## src/rtl/cs_win.sv

```systemverilog
// ============================================================================
//  Module      : cs_win
//  Description : Sliding-window sum with nearest-sample approximation of the
//                window average; Y = (S + N*Xappr) >> SHIFT, 2-cycle latency.
//  Revision    : 1.0 - initial release
// ============================================================================
`default_nettype none

module cs_win #(
    parameter  int DW    = 8,
    parameter  int N     = 9,
    parameter  int SHIFT = 3,
    localparam int YW    = DW + $clog2(2 * N) - SHIFT
) (
    input  logic          clk,
    input  logic          reset,
    input  logic [DW-1:0] X,
    input  logic          in_valid,
    input  logic          flush,
    input  logic          mode,
    output logic [YW-1:0] Y,
    output logic          out_valid
);

    localparam int c_PAD   = $clog2(N);
    localparam int c_SW    = DW + c_PAD;
    localparam int c_CW    = $clog2(N + 1);
    localparam int c_FW    = DW + $clog2(2 * N);
    localparam int c_FPAD  = c_FW - DW;

    localparam logic [c_CW-1:0] c_CNT_FULL = c_CW'(N);
    localparam logic [c_CW-1:0] c_CNT_ONE  = c_CW'(1);
    localparam logic [c_SW-1:0] c_N_SUM    = c_SW'(N);
    localparam logic [c_FW-1:0] c_N_FULL   = c_FW'(N);

    // Stage 0: window, running sum, fill counter, captured mode
    logic [N-1:0][DW-1:0] win_q, win_d;
    logic [c_SW-1:0]      sum_q, sum_d;
    logic [c_CW-1:0]      cnt_q, cnt_d;
    logic                 mode_q, mode_d;
    logic                 v0_q, v0_d;

    // Stage 1: sum and selected sample
    logic [c_SW-1:0]      s1_sum_q, s1_sum_d;
    logic [DW-1:0]        s1_x_q, s1_x_d;
    logic                 v1_q, v1_d;

    // Output stage
    logic [YW-1:0]        y_q, y_d;
    logic                 ov_q, ov_d;

    logic [c_SW-1:0]      avg;
    logic [c_SW-1:0]      wide_smp;
    logic [DW-1:0]        x_sel;
    logic [c_FW-1:0]      full_res;

    always_comb begin
        win_d  = win_q;
        sum_d  = sum_q;
        cnt_d  = cnt_q;
        mode_d = mode_q;
        v0_d   = 1'b0;

        if (flush) begin
            win_d = '0;
            sum_d = '0;
            cnt_d = '0;
        end

        if (in_valid) begin
            // Evicted sample is zero while the window is still filling
            sum_d  = sum_d + {{c_PAD{1'b0}}, X} - {{c_PAD{1'b0}}, win_d[N-1]};
            win_d  = {win_d[N-2:0], X};
            if (cnt_d < c_CNT_FULL) begin
                cnt_d = cnt_d + c_CNT_ONE;
            end
            mode_d = mode;
            v0_d   = (cnt_d == c_CNT_FULL);
        end
    end

    always_comb begin
        avg      = sum_q / c_N_SUM;
        x_sel    = mode_q ? {DW{1'b1}} : {DW{1'b0}};
        wide_smp = '0;
        // Floor-nearest takes the largest sample <= avg, ceil-nearest the smallest >= avg
        for (int i = 0; i < N; i++) begin
            wide_smp = {{c_PAD{1'b0}}, win_q[i]};
            if (!mode_q && (wide_smp <= avg) && (win_q[i] > x_sel)) begin
                x_sel = win_q[i];
            end
            if (mode_q && (wide_smp >= avg) && (win_q[i] < x_sel)) begin
                x_sel = win_q[i];
            end
        end

        s1_sum_d = sum_q;
        s1_x_d   = x_sel;
        v1_d     = v0_q && !flush;
    end

    always_comb begin
        full_res = {{(c_FW - c_SW){1'b0}}, s1_sum_q}
                 + c_N_FULL * {{c_FPAD{1'b0}}, s1_x_q};
        ov_d     = v1_q && !flush;
        y_d      = ov_d ? full_res[c_FW-1:SHIFT] : y_q;
    end

    always_ff @(posedge clk or negedge reset) begin
        if (!reset) begin
            win_q    <= '0;
            sum_q    <= '0;
            cnt_q    <= '0;
            mode_q   <= 1'b0;
            v0_q     <= 1'b0;
            s1_sum_q <= '0;
            s1_x_q   <= '0;
            v1_q     <= 1'b0;
            y_q      <= '0;
            ov_q     <= 1'b0;
        end else begin
            win_q    <= win_d;
            sum_q    <= sum_d;
            cnt_q    <= cnt_d;
            mode_q   <= mode_d;
            v0_q     <= v0_d;
            s1_sum_q <= s1_sum_d;
            s1_x_q   <= s1_x_d;
            v1_q     <= v1_d;
            y_q      <= y_d;
            ov_q     <= ov_d;
        end
    end

    assign Y         = y_q;
    assign out_valid = ov_q;

endmodule

`default_nettype wire

```

## config.mk

```make
export PLATFORM = sky130hd
export DESIGN_NAME = cs_win
export DESIGN_NICKNAME = d
export VERILOG_FILES = /design/src/rtl/cs_win.sv
export SDC_FILE = /design/constraint.sdc
export NUM_CORES = 1
export LEC_CHECK = 0
export ABC_AREA = 1
export CORE_ASPECT_RATIO = 1.4
export CORE_MARGIN = 2
export CORE_UTILIZATION = 28
export DETAILED_ROUTE_END_ITERATION = 12
export SLEW_MARGIN = 20
export SYNTH_ARGS = -nofsm -noshare
export SYNTH_HDL_FRONTEND = slang
export SYNTH_SLANG_ARGS = --single-unit
```

## constraint.sdc

```tcl
create_clock -name clk -period 49.2 [get_ports clk]
set_input_delay 9.84 -clock clk [delete_from_list [all_inputs] [get_ports clk]]
set_output_delay 9.84 -clock clk [all_outputs]
set_load 0.05 [all_outputs]
```

==> impl_results.md, run 1 <==
- Outcome: finished clean
- Synth cell count leaders: nand2_1, inv_1, ha_1, o21ai_0, nand3_1
- Die Ht: 261 µm
- H-tree depth: 4
- GP Congestion: 0.873
- Layout Cells excl Fill: 2,476
- Crit path kind: reg -> reg
- Placed insts: 2,444
- Hpwl dp: 28.3 mm
- Mux share of post-synthesis cell area: 0.0759%
- Hold WS: 0.441 ns
- Synth cell types: 50
- Worst-path fanout max: 19
- CTS Buffer Depth: 2
- Setup Skew: 0.0133 ns
- Worst R2R Setup Slack: 15.76 ns
- Seq/Total Area, Yosys: 23.1%
- Core footprint: 0.0468 mm²
- Post-synth ARST share: 100%
- Crit path launch type: flop
- Clk sink count: 122
- Relative slew slack: 31.4%
- Layout area overhead: 10.5%
- Detail Route Antenna Nets: 0
- Syn_nets: 2,094
- CP Data Required Time: 49.52 ns
- Total negative setup slack: 0 ns
- Worst-Margin Slew: 1.03 ns
- Yosys warnings: 0
- Ys flop type: dfrtp_1
- CP Capture Type: flop
- Min-Delay Path Class: reg -> reg
- R2R Path Start: s1_sum_d[9]
- Wire length per cell: 15.0 µm
- Initial Util: 28.2%
- Initial antenna violation count: 0
- TritonCTS clock tree: done
- Number of setup buffers added after CTS: 0
- Gr usage total: 15.4%
- End point of the critical path: s1_x_q[4]
- Fin crit period: 33.44 ns
- R2R Path End: s1_x_q[4]
- Critical path's slowest cell: nor2_1
- DR pass1 iterations: 6
- Layout Nets: 2,094
- Total gr overflow: 0
- XOR/XNOR Fraction of Synth Area: 1.33%
- Setup-violating endpoint count in the final report: 0
- Diode count: 0
- Post-synth top area cell: dfrtp_1
- Vias per cell: 4.99
- Area contributors post-synth: dfrtp_1, ha_1, nand2_1
- R2r worst-path depth: 212
- Count of hold-fix buffers inserted at cts: 0
- Global-route wire length before repair: 60.8 mm
- Top-count cell post-synth: nand2_1
- Largest net degree at the start of global routing: 96
- Compound-Gate Fraction of Synth Area: 17.4%
- Final hold vios: 0
- Final WL: 37.2 mm
- Syn avg cell area: 7.18 µm²
- Hold_sp: s1_sum_d[10]
- Critical path data arrival time: 33.76 ns
- Slowest stage delay, CP: 0.77 ns
- Cells after Synth: 1,839
- # resized after CTS: 0
- Crit path top cell by count: nand2_1
- Post-Synth Adder-Cell Area: 23.7%
- Port Buffers: 23
- Root buf cell: clkbuf_16
- Clock-pin slew on the worst setup and hold paths: 0.07 ns
- Peak Freq: 29.9 MHz
- DRC: 0
- Unrepaired setup endpoints after global routing: no
- Slew Viols, Final: 0
- Post-synthesis register bit count: 122
- Final period util: 68.0%
- Num ports: 24
- Largest family of logic cells by synthesized area: simple AND/OR/NAND/NOR gates
- Rows: 94
- Vias: 12,400
- Vias in the first global route: 12,300
- Post-synth top area share: 23.1%
- Die ar.: 0.0489 mm²
- Fillers: 5,063
- Overall die width: 187 µm
- Simple-gate share of the synthesized area: 25.0%
- Layout cell share with drive strength beyond 1: 6.53%
- Critical Path Start: s1_sum_d[9]
- Clk_lat worst skew: 0.43 ns
- Maxcap violations: 0
- Post-synthesis cell area: 0.0132 mm²
- EDFF count, synth: 0
- Drt first-iter violations: 698
- CTS Buf Count: 17
## cell type report
| class | count | area, µm² | area share, % |
|---|---|---|---|
| multi-input cells | 1416 | 8910 | 61.1 |
| clock inverters | 12 | 161 | 1.11 |
| repair buffers | 33 | 298 | 2.04 |
| inverters | 249 | 937 | 6.43 |
| well taps | 624 | 781 | 5.35 |
| flip-flops and latches | 122 | 3050 | 20.9 |
| clock buffers | 20 | 447 | 3.06 |
## routing by layer
metal	track usage, %	routed length, µm
met2	29.5	19600
met3	1.73	1190
met5	0	0
met1	16.6	14600
met4	8.29	1810
## registers in the layout, summed over array words and instances (netlist names)
signal,cells
Y,10
cnt_q,4
mode_q,1
out_valid,1
s1_sum_d,12
s1_sum_q,12
s1_x_q,8
v0_q,1
v1_q,1
wide_smp,8
win_q,64
## kinds of logic after synthesis
kind of cell / count (synthesis)
xor+xnor: 20
compound gates: 410
mux: 1
fa+ha+maj: 242
simple gates: 743
flops: 122
buf+inv: 301
## worst max-delay path: cells and delay by family, from the launching register on
kind / cells / cell delay (ns)
xor gates and xnor gates: 3 / 0.72
muxes: 1 / 0.47
adders and majority gates: 18 / 5.00
buffers and inverters: 32 / 4.72
DFF: 1 / 0.43
AOI/OAI and AO/OA: 65 / 12.42
and+or+nand+nor: 93 / 9.45
## worst min path at each step
stage              endpoint  cells past startpoint
2_1_floorplan  s1_sum_q[10]                      0
3_3_place_gp   s1_sum_q[10]                      0
3_5_place_dp   s1_sum_q[10]                      0
4_1_cts        s1_sum_q[10]                      0
5_1_grt        s1_sum_q[10]                      0
6_report       s1_sum_q[10]                      0
## cells in the final DEF (no fill, tap or decap), types with 4 or more instances in the layout
cell type	instances
a211oi_1	13
o31ai_1	7
o21bai_1	16
dfrtp_1	122
o211ai_1	13
o21ai_0	228
inv_2	13
clkdlybuf4s50_1	21
xor2_1	14
a31oi_1	13
xnor2_1	6
buf_4	11
o21ai_1	13
nor3_1	7
a21boi_1	6
nand4_1	18
fa_1	13
nand2_4	18
nand2_1	411
a21oi_1	79
nand2_2	36
nor4_1	4
clkbuf_16	17
nand3_1	143
inv_1	233
ha_1	229
inv_6	5
nor2_1	93
## per-stage QoR
| stage | area (µm²) | util, % | setup WS (ns) |
|---|---|---|---|
| global placement | 14000 | 29.9 | 17.48 |
| CTS | 14600 | 31.2 | 16.08 |
| global route | 14600 | 31.2 | 11.96 |
| detailed placement | 14000 | 29.9 | 16.27 |
| finish | 14600 | 31.2 | 15.76 |
| floorplan | 13200 | - | 20.30 |
Power of run 1 is left out: the tool's default activity adds up to more than one toggle a clock period on the data nets, which glitch-free logic cannot reach.
==> inputs of run 2 (changes only) <==
Clock period 49.2 ns to 32.2 ns, I/O delays scaled along.
==> impl_results.md, run 2 (synthesis gave the netlist of run 1 again) <==
- Largest net degree at the start of global routing: 96
- GRT busiest layer: met2
- Largest register FFs: 64
- Root buf cell: clkbuf_16
- Vias in the first global route: 12,000
- Core footprint: 0.0468 mm²
- Worst-path fanout max: 19
- Initial antenna violation count: 0
- Worst-Margin Slew: 1.00 ns
- Fin crit period: 29.36 ns
- Final hold vios: 0
- Die Ht: 261 µm
- Layout area overhead: 13.7%
- Diode count: 0
- Slew Viols, Final: 0
- Met3 global-route usage: 1.80%
- Drt first-iter violations: 603
- Layout Nets: 2,129
- DRC: 0
- Rows: 94
- Detail Route Antenna Nets: 0
- Crit path top cell by count: nand2_1
- CTS Buffer Depth: 2
- Worst Path Buf+Inv: 36
- Wire length per cell: 14.9 µm
- Outcome: finished clean
- Critical path data arrival time: 29.67 ns
- Final period util: 91.2%
- Relative slew slack: 33.0%
- Maxcap violations: 0
- Peak Freq: 34.1 MHz
- Die ar.: 0.0489 mm²
- Setup-violating endpoint count in the final report: 0
- Initial Util: 28.2%
- Global-route wire length before repair: 59.9 mm
- Slowest stage delay, CP: 0.45 ns
- Met2 usage: 30.2%
- Critical path's slowest cell: dfrtp_2
- Clk_lat worst skew: 0.44 ns
- Vias per cell: 4.90
- Gr usage total: 15.3%
- Min-Delay Path Class: reg -> reg
- Num ports: 24
- CP Capture Type: flop
- Met1 usage: 16.2%
- Vias: 12,300
- Setup Skew: 0.00914 ns
- Crit path launch type: flop
- Hpwl dp: 28.3 mm
- Clock-pin slew on the worst setup and hold paths: 0.06 ns
- Overall die width: 187 µm
- Port Buffers: 23
- Commonest non-fill, non-tap cell in the layout: nand2_1
- Total gr overflow: 0
- Crit-path leading delay family: compound AO/OA/AOI/OAI gates
- TritonCTS clock tree: done
- Clk sink count: 122
- Final WL: 37.5 mm
- CP Data Required Time: 32.51 ns
- H-tree depth: 4
- Total negative setup slack: 0 ns
- Hold WS: 0.416 ns
- CTS Buf Count: 17
- Layout cell share with drive strength beyond 1: 9.91%
- DR pass1 iterations: 5
- Crit path kind: reg -> reg
- Register with the most flip-flops: win_q
- Most frequent cells in the layout: nand2_1, ha_1, inv_1
- GP Congestion: 0.864
[run 2: cell count changes in the layout (fill, tap and decap cells not counted), sizes merged]
| cell | delta |
|---|---|
| inv | -5 |
| clkinvlp | +3 |
| clkbuf | +2 |
| buf | +35 |
[run 2: timing repair]
item                                    4_1_cts  5_1_grt
buffers inserted                              1       32
endpoints found under the hold margin         0        0
endpoints found under the setup margin        8        8
gates cloned                                  0        0
pin swaps                                     0       12
hold buffers                                  0        0
resized for setup                             5       86
[run 2: final timing paths]
| path | startpoint | end | slack, ns | cells after the start |
|---|---|---|---|---|
| min in group asynchronous | reset | s1_x_q[2] | 6.02 | 1 |
| max in group asynchronous | reset | win_q[41] | 24.99 | 2 |
| min | s1_sum_d[10] | s1_sum_q[10] | 0.42 | 0 |
| max | s1_sum_d[9] | s1_x_q[7] | 2.84 | 219 |
| min reg2reg | s1_sum_d[10] | s1_sum_q[10] | 0.42 | 0 |
| max reg2reg | s1_sum_d[9] | s1_x_q[7] | 2.84 | 219 |
[run 2: area by class of cell]
| class | count | area, µm² |
|---|---|---|
| fillers | 5075 | 31800 |
| multi-input cells | 1416 | 9040 |
| flip-flops and latches | 122 | 3050 |
| inverters | 249 | 943 |
| well taps | 624 | 781 |
| repair buffers | 68 | 576 |
| clock buffers | 22 | 474 |
| clock inverters | 10 | 141 |
[run 2: layer usage]
layer | vias up | wire length [µm]
li1 | 6256 | -
met1 | 5769 | 14900
met2 | 206 | 20300
met3 | 77 | 1050
met4 | 0 | 1340
met5 | - | 0
[run 2: worst register-to-register path: cells and delay by family, from the launching register on]
kind                       cells  cell delay, ns
AOI/OAI and AO/OA             62            9.77
xor gates and xnor gates       4            0.83
adders and majority gates     18            5.36
buffers and inverters         36            3.62
DFF                            1            0.45
muxes                          1            0.26
and+or+nand+nor               98            8.96
[run 2: per-stage QoR]
step	std cells	worst slack (ns)	util [%]	instance area, µm²
final	2511	2.84	32.1	15000
after global routing	2511	-0.120	32.1	15000
after CTS	2479	0.144	31.2	14600
after detailed placement	2446	-0.211	29.9	14000
after global placement	2446	1.01	29.9	14000
after floorplan	1839	3.30	-	13200
Power of run 2 is left out for the same reason.
==> inputs of run 3 (changes only) <==
Settings changed: CORE_UTILIZATION 28 to 30.
==> impl_results.md, run 3 (synthesis gave the netlist of run 1 again) <==
- Vias: 12,300
- Setup-violating endpoint count in the final report: 0
- Commonest non-fill, non-tap cell in the layout: nand2_1
- Fin crit period: 29.20 ns
- Vias in the first global route: 12,200
- Global-route wire length before repair: 59.9 mm
- Final hold vios: 0
- Setup Skew: 0.00772 ns
- Worst-Margin Slew: 0.873 ns
- H-tree depth: 4
- Outcome: finished clean
- Slew Viols, Final: 0
- Core footprint: 0.0432 mm²
- Clk sink count: 122
- Initial Util: 30.5%
- Crit path launch type: flop
- Port Buffers: 23
- Worst Path Buf+Inv: 33
- Layout area overhead: 12.5%
- Fillers: 4,607
- Slowest stage delay, CP: 0.47 ns
- Die Ht: 252 µm
- Register with the most flip-flops: win_q
- Maxcap violations: 0
- DRC: 0
- Drt first-iter violations: 504
- Die ar.: 0.0457 mm²
- Crit-path leading delay family: simple AND/OR/NAND/NOR gates
- Diode count: 0
- Num ports: 24
- Crit path kind: reg -> reg
- Hold_sp: s1_sum_d[10]
- Crit path top cell by count: nand2_1
- Relative slew slack: 41.8%
- Worst-path fanout max: 19
- TritonCTS clock tree: done
- Layout cell share with drive strength beyond 1: 9.40%
- Clock-pin slew on the worst setup and hold paths: 0.06 ns
- Layout Nets: 2,115
- Largest register FFs: 64
- Overall die width: 181 µm
- CTS Buffer Depth: 2
- Vias per cell: 5.07
- Final period util: 90.7%
- Critical path data arrival time: 29.57 ns
- Count of hold-fix buffers inserted at cts: 0
- Critical Path Start: s1_sum_d[9]
- GP Congestion: 0.902
- CTS Buf Count: 17
- DR pass1 iterations: 7
- Gr usage total: 16.3%
- Root buf cell: clkbuf_16
- Hpwl dp: 27.8 mm
- Final WL: 36.7 mm
- Rows: 90
- Peak Freq: 34.2 MHz
- Most frequent cells in the layout: nand2_1, ha_1, inv_1
- Min-Delay Path Class: reg -> reg
- Final core utilization: 34.3%
- Clk_lat worst skew: 0.44 ns
- CP Data Required Time: 32.57 ns
- Wire length per cell: 15.1 µm
- Total gr overflow: 0
- Initial antenna violation count: 0
- Critical path's slowest cell: dfrtp_2
- Largest net degree at the start of global routing: 86
- Detail Route Antenna Nets: 0
- R2R Path Start: s1_sum_d[9]
- CP Capture Type: flop
-- run 3: cell types whose count changed in the layout (fill, tap and decap cells not counted), moves of 2 or more --
cell,delta
a211oi_1,+2
buf_4,-14
inv_2,-3
o21ai_1,-17
nor2_2,+2
inv_6,+3
o21ai_0,+14
o21ai_2,+3
clkbuf_1,-2
a211oi_2,-2
inv_1,+2
-- run 3: final cells by class --
class | count | area (µm²) | area share, %
Sequential cell | 122 | 3050 | 20.6
Clock inverter | 13 | 190 | 1.28
Timing Repair Buffer | 54 | 470 | 3.17
Multi-Input combinational cell | 1416 | 9040 | 60.9
Inverter | 249 | 947 | 6.38
Clock buffer | 19 | 453 | 3.05
Tap cell | 552 | 691 | 4.65
-- run 3: metrics by stage --
stage                     hold WS (ns)  area [µm²]  setup TNS (ns)  worst slack, ns  cells
final                            0.422       14800               0             3.00   2425
after global placement           0.403       13900               0             1.26   2374
after floorplan                  0.389       13200               0             3.30   1839
after global routing             0.451       14800           -1.82           -0.249   2425
after CTS                        0.423       14500               0            0.110   2406
after detailed placement         0.409       13900               0            0.304   2374
-- run 3: path summary, 6_finish.rpt --
kind | cells after the start | slack (ns) | end
setup / recovery | 219 | 3.00 | s1_x_q[6]
min in group asynchronous | 1 | 6.08 | s1_x_q[7]
hold reg to reg | 0 | 0.42 | s1_sum_q[10]
setup reg to reg | 219 | 3.00 | s1_x_q[6]
hold / removal | 0 | 0.42 | s1_sum_q[10]
max in group asynchronous | 2 | 24.77 | win_q[18]
-- run 3: what timing repair did --
action                     4_1_cts  5_1_grt
setup endpoints to repair        0        8
buffers inserted                 0       19
resized for setup                0       78
-- run 3: metal layers --
| layer | part of all wire, % | vias up | global-route usage, % |
|---|---|---|---|
| met5 | 0 | - | 0 |
| met4 | 4.0 | 0 | 7.08 |
| met3 | 2.8 | 79 | 2.18 |
| met2 | 53 | 197 | 31.6 |
| met1 | 40 | 5768 | 17.4 |
| li1 | - | 6248 | - |
Power of run 3 is left out for the same reason.
